## config.mk

```make
export PLATFORM = sky130hd
export DESIGN_NAME = router_dest_reader
export DESIGN_NICKNAME = d
export VERILOG_FILES = /design/src/rtl/router_pkg.sv /design/src/rtl/router_parity_acc.sv /design/src/rtl/router_dest_reader.sv
export SDC_FILE = /design/constraint.sdc
export NUM_CORES = 1
export LEC_CHECK = 0
export CELL_PAD_IN_SITES_DETAIL_PLACEMENT = 0
export CELL_PAD_IN_SITES_GLOBAL_PLACEMENT = 1
export CORE_UTILIZATION = 46
export CTS_BUF_LIST = sky130_fd_sc_hd__clkbuf_8
export DETAILED_ROUTE_END_ITERATION = 10
export HOLD_SLACK_MARGIN = 0.08
export PLACE_DENSITY_LB_ADDON = 0.1
export SLEW_MARGIN = 20
export SYNTH_ARGS = -nofsm -noshare
export SYNTH_HDL_FRONTEND = slang
export SYNTH_SLANG_ARGS = --single-unit
```

## constraint.sdc

```tcl
create_clock -name clock -period 4.17 [get_ports clock]
set_input_delay 1.251 -clock clock [delete_from_list [all_inputs] [get_ports clock]]
set_output_delay 1.251 -clock clock [all_outputs]
set_load 0.1 [all_outputs]
```

## src/rtl/router_pkg.sv

```systemverilog
// Shared definitions for the router output-port reader: header layout, limits,
// default timing and the reader FSM state type.
package router_pkg;
  localparam int LEN_MSB        = 7;
  localparam int LEN_LSB        = 2;
  localparam int ADDR_MSB       = 1;
  localparam int MAX_PAYLOAD    = 63;
  localparam int DEF_READ_DELAY = 5;
  localparam int DEF_STALL_MAX  = 64;

  typedef enum logic [1:0] {
    IDLE = 2'd0,
    WAIT = 2'd1,
    READ = 2'd2,
    DONE = 2'd3
  } rd_state_e;
endpackage

```

## src/rtl/router_parity_acc.sv

```systemverilog
// Byte-wide running XOR; clear wins over enable.
module router_parity_acc (
  input  logic       clock,
  input  logic       resetn,
  input  logic       clr_i,
  input  logic       en_i,
  input  logic [7:0] data_i,
  output logic [7:0] result_o
);
  logic [7:0] acc_q;

  always_ff @(posedge clock) begin
    if (!resetn)     acc_q <= '0;
    else if (clr_i)  acc_q <= '0;
    else if (en_i)   acc_q <= acc_q ^ data_i;
  end

  assign result_o = acc_q;
endmodule

```

## src/rtl/router_dest_reader.sv

```systemverilog
// Drains one router output port: header, payload, parity; checks address and parity.
// state | meaning
// IDLE  | no packet; waits for vld_out
// WAIT  | settle delay before the first read strobe
// READ  | issuing reads and capturing header/payload/parity
// DONE  | one-cycle completion with status
module router_dest_reader
  import router_pkg::*;
#(
  parameter logic [1:0] PORT_ID    = 2'd0,
  parameter int         READ_DELAY = DEF_READ_DELAY,
  parameter int         STALL_MAX  = DEF_STALL_MAX
) (
  input  logic        clock,
  input  logic        resetn,
  input  logic        soft_reset,
  input  logic        vld_out,
  input  logic [7:0]  data_out,
  output logic        read_enb,
  output logic        byte_valid,
  output logic [7:0]  byte_data,
  output logic        pkt_done,
  output logic [5:0]  pkt_len,
  output logic        parity_err,
  output logic        addr_err,
  output logic        pkt_abort,
  output logic [15:0] pkt_count
);
  localparam int LEN_W   = $clog2(MAX_PAYLOAD + 1);
  localparam int IDX_W   = $clog2(MAX_PAYLOAD + 3);
  localparam int STALL_W = $clog2(STALL_MAX + 1);
  localparam logic [4:0]         DELAY_LOAD = 5'(READ_DELAY - 1);
  localparam logic [STALL_W-1:0] STALL_LAST = STALL_W'(STALL_MAX - 1);

  rd_state_e          state_q, state_d;
  logic [4:0]         delay_q, delay_d;
  logic [IDX_W-1:0]   issued_q, issued_d, cap_idx_q, cap_idx_d;
  logic               hdr_seen_q, hdr_seen_d;
  logic               cap_pend_q;
  logic [STALL_W-1:0] stall_q, stall_d;
  logic [LEN_W-1:0]   len_q, len_d;
  logic [1:0]         addr_q, addr_d;
  logic               byte_valid_q, byte_valid_d;
  logic [7:0]         byte_data_q, byte_data_d;
  logic               pkt_done_q, pkt_done_d;
  logic               parity_err_q, parity_err_d;
  logic               addr_err_q, addr_err_d;
  logic               pkt_abort_q, pkt_abort_d;
  logic [15:0]        pkt_count_q, pkt_count_d;

  logic [IDX_W-1:0]   total;
  logic               rd_issue, capture, is_hdr, is_parity, is_payload;
  logic               xor_clr, xor_en;
  logic [7:0]         xor_val;

  // Until the header lands the length is unknown, so only header + one more read may go out.
  assign total      = hdr_seen_q ? IDX_W'(len_q) + IDX_W'(2) : IDX_W'(2);
  assign read_enb   = (state_q == READ) && (issued_q < total) && !soft_reset;
  assign rd_issue   = read_enb && vld_out;
  assign capture    = (state_q == READ) && cap_pend_q;
  assign is_hdr     = capture && !hdr_seen_q;
  assign is_parity  = capture && hdr_seen_q && (cap_idx_q == IDX_W'(len_q) + IDX_W'(1));
  assign is_payload = capture && hdr_seen_q && !is_parity;
  assign xor_clr    = (state_q != READ);
  assign xor_en     = is_hdr || is_payload;

  router_parity_acc u_parity_acc (
    .clock    (clock),
    .resetn   (resetn),
    .clr_i    (xor_clr),
    .en_i     (xor_en),
    .data_i   (data_out),
    .result_o (xor_val)
  );

  always_comb begin
    state_d      = state_q;
    delay_d      = delay_q;
    issued_d     = issued_q;
    cap_idx_d    = cap_idx_q;
    hdr_seen_d   = hdr_seen_q;
    stall_d      = stall_q;
    len_d        = len_q;
    addr_d       = addr_q;
    byte_valid_d = 1'b0;
    byte_data_d  = byte_data_q;
    pkt_done_d   = 1'b0;
    parity_err_d = 1'b0;
    addr_err_d   = 1'b0;
    pkt_abort_d  = 1'b0;
    pkt_count_d  = pkt_count_q;

    if (state_q != READ) begin
      issued_d   = '0;
      cap_idx_d  = '0;
      hdr_seen_d = 1'b0;
      stall_d    = '0;
    end

    case (state_q)
      IDLE: begin
        if (vld_out && !soft_reset) begin
          if (READ_DELAY == 0) begin
            state_d = READ;
          end else begin
            state_d = WAIT;
            delay_d = DELAY_LOAD;
          end
        end
      end
      WAIT: begin
        if (soft_reset) begin
          state_d     = IDLE;
          pkt_abort_d = 1'b1;
        end else if (delay_q == 5'd0) begin
          state_d = READ;
        end else begin
          delay_d = delay_q - 1'b1;
        end
      end
      READ: begin
        if (rd_issue) begin
          issued_d = issued_q + 1'b1;
          stall_d  = '0;
        end else if (read_enb) begin
          stall_d = stall_q + 1'b1;
        end
        if (capture) cap_idx_d = cap_idx_q + 1'b1;
        if (is_hdr) begin
          len_d      = data_out[LEN_MSB:LEN_LSB];
          addr_d     = data_out[ADDR_MSB:0];
          hdr_seen_d = 1'b1;
        end
        if (is_payload) begin
          byte_valid_d = 1'b1;
          byte_data_d  = data_out;
        end
        if (soft_reset) begin
          state_d      = IDLE;
          pkt_abort_d  = 1'b1;
          byte_valid_d = 1'b0;
          byte_data_d  = byte_data_q;
        end else if (is_parity) begin
          state_d      = DONE;
          pkt_done_d   = 1'b1;
          parity_err_d = (xor_val != data_out);
          addr_err_d   = (addr_q != PORT_ID);
          pkt_count_d  = pkt_count_q + 16'd1;
        end else if (read_enb && !vld_out && (stall_q == STALL_LAST)) begin
          state_d     = IDLE;
          pkt_abort_d = 1'b1;
        end
      end
      DONE: state_d = IDLE;
      default: state_d = IDLE;
    endcase
  end

  always_ff @(posedge clock) begin
    if (!resetn) begin
      state_q      <= IDLE;
      delay_q      <= '0;
      issued_q     <= '0;
      cap_idx_q    <= '0;
      hdr_seen_q   <= 1'b0;
      cap_pend_q   <= 1'b0;
      stall_q      <= '0;
      len_q        <= '0;
      addr_q       <= '0;
      byte_valid_q <= 1'b0;
      byte_data_q  <= '0;
      pkt_done_q   <= 1'b0;
      parity_err_q <= 1'b0;
      addr_err_q   <= 1'b0;
      pkt_abort_q  <= 1'b0;
      pkt_count_q  <= '0;
    end else begin
      state_q      <= state_d;
      delay_q      <= delay_d;
      issued_q     <= issued_d;
      cap_idx_q    <= cap_idx_d;
      hdr_seen_q   <= hdr_seen_d;
      cap_pend_q   <= rd_issue;
      stall_q      <= stall_d;
      len_q        <= len_d;
      addr_q       <= addr_d;
      byte_valid_q <= byte_valid_d;
      byte_data_q  <= byte_data_d;
      pkt_done_q   <= pkt_done_d;
      parity_err_q <= parity_err_d;
      addr_err_q   <= addr_err_d;
      pkt_abort_q  <= pkt_abort_d;
      pkt_count_q  <= pkt_count_d;
    end
  end

  assign byte_valid = byte_valid_q;
  assign byte_data  = byte_data_q;
  assign pkt_done   = pkt_done_q;
  assign pkt_len    = len_q;
  assign parity_err = parity_err_q;
  assign addr_err   = addr_err_q;
  assign pkt_abort  = pkt_abort_q;
  assign pkt_count  = pkt_count_q;
endmodule

```

; ---- After elaboration in Yosys (flattened, before gate mapping)
; Cells that the tools add are included.
[totals]
register_bits = 75
input_bits = 12
out_inout_bits = 36
elab_cells = 102
[classes]
addsub = 7
order_cmp = 1
eq_ne = 12
n_mux = 32
bitwise_logic = 5
n_reduce_logical = 28
[op_table]
columns = operator, n
row1 = 7-bit two-way mux, 11
row2 = "7-bit by 1-bit adder with 7-bit output, second input constant", 3
row3 = "16-bit by 1-bit adder with 16-bit output, second input constant", 1
row4 = 5-bit two-way mux, 3
row5 = 2-bit two-way mux, 6
row6 = 1-bit logical AND, 11
row7 = 5-bit one-hot mux with 2 select lines, 1
row8 = 1-bit two-way mux, 9
row9 = 3-bit AND reduction, 3
row10 = "2-bit != test, second input constant", 4
row11 = 8-bit != test, 1
row12 = 2-bit one-hot mux with 4 select lines, 1
row13 = 8-bit XOR, 1
row14 = "6-bit by 1-bit adder with 7-bit output, second input constant", 1
row15 = "6-bit by 2-bit adder with 7-bit output, second input constant", 1
row16 = "7-bit by 6-bit equality test with 1-bit output, second input constant", 1
row17 = 7-bit equality test, 1
row18 = 7-bit less-than comparator, 1
row19 = 5-bit logical NOT, 1
row20 = "5-bit by 1-bit subtractor with 5-bit output, second input constant", 1
row21 = "2-bit equality test, second input constant", 2
row22 = 1-bit logical NOT, 4
row23 = "4-bit by 3-bit != test with 1-bit output, second input constant", 1
row24 = 1-bit inverter, 4
row25 = 11 further kinds, 12

; ---- Depth between registers and ports, before layout
; Gate-level depths: netlist of run 1.
[depth]
word_depth = 11
depth_mapped = 12
mapped_depth_nobuf = 11

; ---- Hierarchy
; Synthesis of run 1 repeated with hierarchy kept, for this count alone.
[unflattened]
cells_unflattened = 468
hier_area_um2 = 3926.3
[modules_own_cells]
columns = mod, n_inst, cells_per_inst, area_each_um2, seq_area_each_um2
row1 = router_dest_reader, 1, 432, 3542.1, 1341.3
row2 = router_parity_acc, 1, 36, 384.1, 160.2

; ---- Worst setup path after synthesis of run 1
; OpenSTA, ideal clock, no wires.
[synth_timing]
path_kind = reg2out
from = reg len_q[2] (netlist: pkt_len[2])
to = out read_enb
arrival_time_ns = 3.927
t_required_ns = 2.919
setup_slack_ns = -1.008
stages_incl_launch_ff = 8
n_path_buf = 0
cell_sequence = dfxtp_1 -> ha_1 -> xor2_1 -> nand2_1 -> ha_1 -> o21ai_0 -> a21oi_1 -> a21oi_1
[synth_between]
elab_chain_len = 5
[synth_lines]
columns = item, line_no
row1 = from (decl), router_dest_reader.sv:41  ; logic [LEN_W-1:0] len_q, len_d;
row2 = from (signal assigned), router_dest_reader.sv:185  ; len_q <= len_d;
row3 = 6-bit by 2-bit adder with 7-bit output, router_dest_reader.sv:57  ; assign total = hdr_seen_q ? IDX_W'(len_q) + IDX_W'(2) : IDX_W'(2);
row4 = 7-bit two-way mux, router_dest_reader.sv:57
row5 = 7-bit less-than comparator, router_dest_reader.sv:58  ; assign read_enb = (state_q == READ) && (issued_q < total) && !soft_reset;
row6 = 1-bit logical AND (2 in a row), router_dest_reader.sv:58
row7 = to (decl), router_dest_reader.sv:19  ; output logic read_enb,
; No other way between the ends.

; ---- Worst setup path after layout of run 1
[layout_timing]
from = in soft_reset
to = out read_enb
[layout_between]
elab_chain_len = 2
[layout_lines]
columns = item, line_no
row1 = from (decl), router_dest_reader.sv:16  ; input logic soft_reset,
row2 = 1-bit logical NOT, router_dest_reader.sv:58
row3 = 1-bit logical AND, router_dest_reader.sv:58
; No other way between the ends.

==> results.ini, run 1 <==
[outcome]
outcome = completed

[grt]
grt_pass1_wl_um = 15000
grtUsageTotal = 0.216
grt_max_degree = 31
grt_pass1_vias = 3215
antenna_found_initial = 0
overflow = 0

[logic_synthesis]
synth.most_common_cell = dfxtp_1
synthDistinctLibCells = 49
synthTopCellsByArea = dfxtp_1 38%, a21oi_1 6.1%, ha_1 5.4%
yosysSeqAreaShare = 0.384
yosys_warnings = 0
synth-edff-count = 0
async_reset_ff_frac = 0
syn-cell-area_sq_um = 3920
ys.flop_type = dfxtp_1
yosys.area.top_type_share = 0.384
synth_commonest_cells = 75 x dfxtp_1, 56 x nand2_1, 48 x a21oi_1
synthCells = 476
yosysTopAreaCell = dfxtp_1
ys_ff_latch = 75
synth.net_count = 505
synth.avg_cell_area_sq_um = 8.22

[sta]
hold_viol = 0
worst_pin_slew_ps = 1050
rsz0062_at_grt = false
min_period_ps = 3840
finalSetupViolations = 0
timing.final.crit_share = 0.921
slew-limit-headroom = 0.298
skew_ps = 8.47
finalMaxSlewViolations = 0
fmax_mhz = 260
setup-tns-final_ps = 0

[worst_setup_path]
slowest_delay_ps = 440
worst_ep_required_time_ps = 2920
slowest_stage = clkdlybuf4s50_1
worstReg2RegEnd = pkt_count[8]
path_common_cell = nand2b_1
cp_max_fo = 9
arrival_ps = 2590
start_kind = input pin
r2r_slack_ps = 1340
r2r-start = pkt_len[0]
path_class = in -> out
r2r_cells = 7
endpoint_kind = output pin
crit_chain = clkdlybuf4s50_1, nand2b_1, nand2b_1, a21oi_4, buf_12

[place]
port_buffers = 47
dpl.hpwl_um = 6140
place.gp.congestion = 0.744

[route]
via_per_inst = 5.57
vias = 3492
dr.pass1.iters = 4
drc = 0
ant_nets = 0
drt_iter0_drc = 128
wl_um = 8900
wire_per_inst_um = 14.2

[clocking]
cts_setup_buffers = 0
ctsHoldBuffers = 0
cts_tree = done
cts_num_sinks = 75
cts_made_buffers = 9
clk_pin_slew_ps = 80
h-tree-depth = 3
insertion_delay_ps = 360
cts_buffer_depth = 2
cts-root-buf = clkbuf_8
cts_resized = 0

[floorplanning]
die_x_um = 94.3
ios = 48
dieArea_sq_um = 8880
initial_core_util = 0.476
die_h_um = 94.3
rows = 33
core_area_sq_um = 8220

[power_and_ir_drop]
p_per_area_nw_per_um2 = 318
p_leak_nw = 1.59
power_mw = 1.49
vdd_ir_drop_max_mv = 0.166

[cells_and_area]
post-route-util = 0.573
drive_above_1_share = 0.0613
nets = 546
diodes = 0
syn2layout_area_growth_pct = 20.2

[min_path]
min-delay-start = addr_q[0]
hp-class = reg -> reg
holdPathEnd = addr_q[0]
whs_path_depth = 2

[job]
drv_cap = 0

worst max-delay path, delay by kind of cell:
family / cells / cell delay, ps
compound gates: 1 / 300
simple gates: 2 / 380
buf+inv: 2 / 660
registers in the layout, indices dropped and copies added, names as in the netlist, 2 cells and up:
| name | cells |
|---|---|
| addr_q | 2 |
| byte_data | 8 |
| cap_idx_q | 7 |
| delay_q | 5 |
| issued_q | 7 |
| pkt_count | 16 |
| pkt_len | 6 |
| stall_q | 7 |
| state_q | 2 |
| u_parity_acc.result_o | 8 |
layer usage:
layer,vias to the layer above,part of all wire,track usage
li1,1790,-,-
met1,1640,0.49,0.276
met2,53,0.46,0.350
met3,9,0.040,0.0526
met4,0,0.012,0.0744
met5,-,0,0
cells by family after synthesis:
kind of cell               Yosys count  synth area share
and+or+nand+nor                    205             0.265
AOI/OAI and AO/OA                  102             0.163
DFF                                 75             0.384
xor gates and xnor gates            36            0.0805
buffers and inverters               34            0.0361
adders and majority gates           17            0.0543
muxes                                7            0.0182
layout make-up:
type	count	area [sq um]
fillers	783	3510
clock buffers	10	138
repair buffers	53	520
flip-flops and latches	75	1500
clock inverters	6	88.8
well taps	105	131
inverters	11	41.3
multi-input cells	367	2280
power breakdown:
part,switching (mW),internal [mW]
combinational,0.0720,0.0522
sequential,0.00783,0.725
clock,0.285,0.353
total,0.364,1.13
stage by stage:
stage	std cells	setup WS, ps	hold WS, ps	area [sq um]
2_1_floorplan	476	67.9	428	3930
3_3_place_gp	611	359	443	4480
3_5_place_dp	611	367	450	4480
4_1_cts	627	344	462	4700
5_1_grt	627	221	486	4700
6_report	627	330	457	4700
worst max-delay path by stage:
stage	start	endpoint	slack [ps]	cells after the start
finish	soft_reset	read_enb	330	5
global route	pkt_len[2]	read_enb	220	9
CTS	soft_reset	read_enb	340	5
floorplan	pkt_len[3]	read_enb	70	8
global placement	soft_reset	read_enb	360	5
detailed placement	soft_reset	read_enb	370	5
cell usage in the layout (no fill, tap or decap), types with 3 or more instances in the layout:
cell type	n
or3_1	9
and3_1	6
o31ai_1	3
a21oi_1	47
xor2_1	24
nor3_1	3
clkbuf_8	10
o21ai_0	24
and2_1	5
clkdlybuf4s50_1	44
nand4_1	12
buf_4	8
mux2i_1	6
nor2_1	42
nand4b_1	4
or4_1	3
nor3b_1	16
a211oi_1	5
nand2b_1	6
inv_1	11
ha_1	17
o2111ai_1	8
nand3_1	33
nand2_1	56
xnor2_1	12
dfxtp_1	75
No activity file was read; power rests on OpenSTA's default activity.
==> inputs of run 2 (changes only) <==
- CAP_MARGIN: unset -> 20
==> results of run 2 <==
The final DEF is identical to that of run 1; final timing and power are the same.
==> inputs of run 3 (changes only) <==
- PLACE_DENSITY: unset -> 0.93
- PLACE_DENSITY_LB_ADDON: 0.1 -> unset
==> run 3 against run 2 <==
Effect of this change:
- critical path depth did not move
- via count up 0.89%
- fmax increased by 0.74%
- clock-buffer cell count is the same
- sequential share of layout area increased by 0.27 points
- non-clock buffer count increased by 1
- cell count increased by 0.16%
- clock skew up 1.4 ps
- flip-flop and latch count stayed put
- wire length is 1.9% higher
==> results.ini, run 3 (synthesis results as in run 1) <==
[cells_and_area]
fillers = 798  ; +1.9%
largest_register_ffs = 16  ; unchanged
drive_above_1_share = 0.0612  ; -0.000117
multiInputGateArea_sq_um = 2280  ; unchanged
layout_common_cells = 75 x dfxtp_1, 56 x nand2_1, 47 x a21oi_1
layout_commonest_cell = dfxtp_1
nets = 547  ; +0.18%
syn2layout_area_growth_pct = 19.1
register_area_sq_um = 1500  ; unchanged
diodes = 0  ; unchanged

[min_path]
hp-class = reg -> reg
holdPathEnd = addr_q[1]
min-delay-start = addr_q[1]
whs_path_depth = 2  ; unchanged

[route]
wl_um = 9070  ; +1.9%
vias = 3523  ; +0.89%
drt_iter0_drc = 135  ; +5.5%
ant_nets = 0  ; unchanged
wire_per_inst_um = 14.4  ; +1.7%
drc = 0  ; unchanged
via_per_inst = 5.61  ; +0.73%
dr.pass1.iters = 4  ; unchanged

[sta]
min_period_ps = 3810  ; -28.2 ps
setup-tns-final_ps = 0  ; unchanged
worst_pin_slew_ps = 1080  ; +28.3 ps
fmax_mhz = 262  ; +0.74%
whs_ps = 480  ; +22.5 ps
timing.final.crit_share = 0.914  ; -0.00675
finalMaxSlewViolations = 0  ; unchanged
skew_ps = 9.90  ; +1.42 ps
hold_viol = 0  ; unchanged
rsz0062_at_grt = false
slew-limit-headroom = 0.280  ; -0.0190
finalSetupViolations = 0  ; unchanged

[clocking]
cts_tree = done
cts_made_buffers = 9  ; unchanged
cts_setup_buffers = 0  ; unchanged
cts_resized = 0  ; unchanged
clk_pin_slew_ps = 80  ; about the same
ctsHoldBuffers = 0  ; unchanged
h-tree-depth = 3  ; unchanged
insertion_delay_ps = 360  ; about the same
cts_buffer_depth = 2  ; unchanged
cts-root-buf = clkbuf_8
cts_num_sinks = 75  ; unchanged

[worst_setup_path]
r2r_cells = 7  ; unchanged
cp_max_fo = 9  ; unchanged
arrival_ps = 2560  ; -30 ps
r2r-start = pkt_len[0]
worst_ep_required_time_ps = 2920  ; about the same
r2r_slack_ps = 1380  ; +40 ps
start_kind = input pin
path_class = in -> out
worstReg2RegEnd = pkt_count[7]
endpoint_kind = output pin

[floorplanning]
ios = 48  ; unchanged
rows = 33  ; unchanged
die_x_um = 94.3  ; unchanged
core_area_sq_um = 8220  ; unchanged
die_h_um = 94.3  ; unchanged
initial_core_util = 0.476  ; unchanged
dieArea_sq_um = 8880  ; unchanged

[power_and_ir_drop]
p_comb_frac = 0.090  ; +0.007
p_per_area_nw_per_um2 = 296  ; -7.0%
netSwitchingPower_mw = 0.368  ; +1.1%
vdd_ir_drop_max_mv = 0.165  ; -0.84%
p_sw_frac = 0.267  ; +0.0234
internal-power_mw = 1.01  ; -11%
seqPwrFrac = 0.532  ; +0.042
p_clk_frac = 0.378  ; -0.049
p_leak_nw = 1.57  ; -0.86%

[place]
place.gp.congestion = 0.795  ; +6.9%
dpl.hpwl_um = 6390  ; +4.0%
port_buffers = 47  ; unchanged

[grt]
antenna_found_initial = 0  ; unchanged
grt_max_degree = 26  ; -16%
grt_pass1_wl_um = 15100  ; +0.55%
overflow = 0  ; unchanged
grt_pass1_vias = 3269  ; +1.7%
grtUsageTotal = 0.217  ; +0.00117

[outcome]
outcome = completed

[job]
drv_cap = 0  ; unchanged

## run 3: layout make-up
cell class                 instances  share of cell area
multi-input combinational        367               0.490
inverter                          11             0.00885
sequential                        75               0.322
clock buffer                      10              0.0295
clock inverter                     6             0.00885
timing repair buffer              54               0.113
tap                              105              0.0282
## run 3: how the worst max path moves through the flow
stage                           from  endpoint  slack [ps]  cells past startpoint
after global placement    soft_reset  read_enb         390                      5
after detailed placement  soft_reset  read_enb         370                      5
after CTS                 soft_reset  read_enb         360                      5
final                     soft_reset  read_enb         360                      5
after floorplan           pkt_len[3]  read_enb          70                      8
after global routing      pkt_len[3]  read_enb         170                      8
## run 3: stage by stage
step,power [mW],worst slack [ps],cells,instance area (sq um),utilization
floorplan,0.830,67.9,476,3930,-
global placement,0.870,385,612,4490,0.546
detailed placement,0.874,372,612,4490,0.546
CTS,1.39,360,628,4660,0.568
global route,1.44,175,628,4660,0.568
finish,1.38,358,628,4660,0.568
## run 3: power groups by stage
stage | Combinational [mW] | Sequential (mW) | Clock, mW
global route | 0.137 | 0.735 | 0.573
floorplan | 0.0797 | 0.751 | 0
global placement | 0.121 | 0.749 | 0
finish | 0.124 | 0.733 | 0.522
CTS | 0.125 | 0.733 | 0.533
detailed placement | 0.124 | 0.750 | 0
## run 3: routing by layer
layer  track usage  vias to the layer above  share of wire
met1         0.266                     1667           0.47
met5             0                        -              0
met2         0.366                       65           0.48
met4        0.0872                        0          0.014
li1              -                     1779              -
met3        0.0469                       12          0.036
## run 3: critical path: stages
cell and delay (ps):
clkdlybuf4s50_1 440, nand2b_1 170, nand2b_1 200, a21oi_4 280
buf_12 220
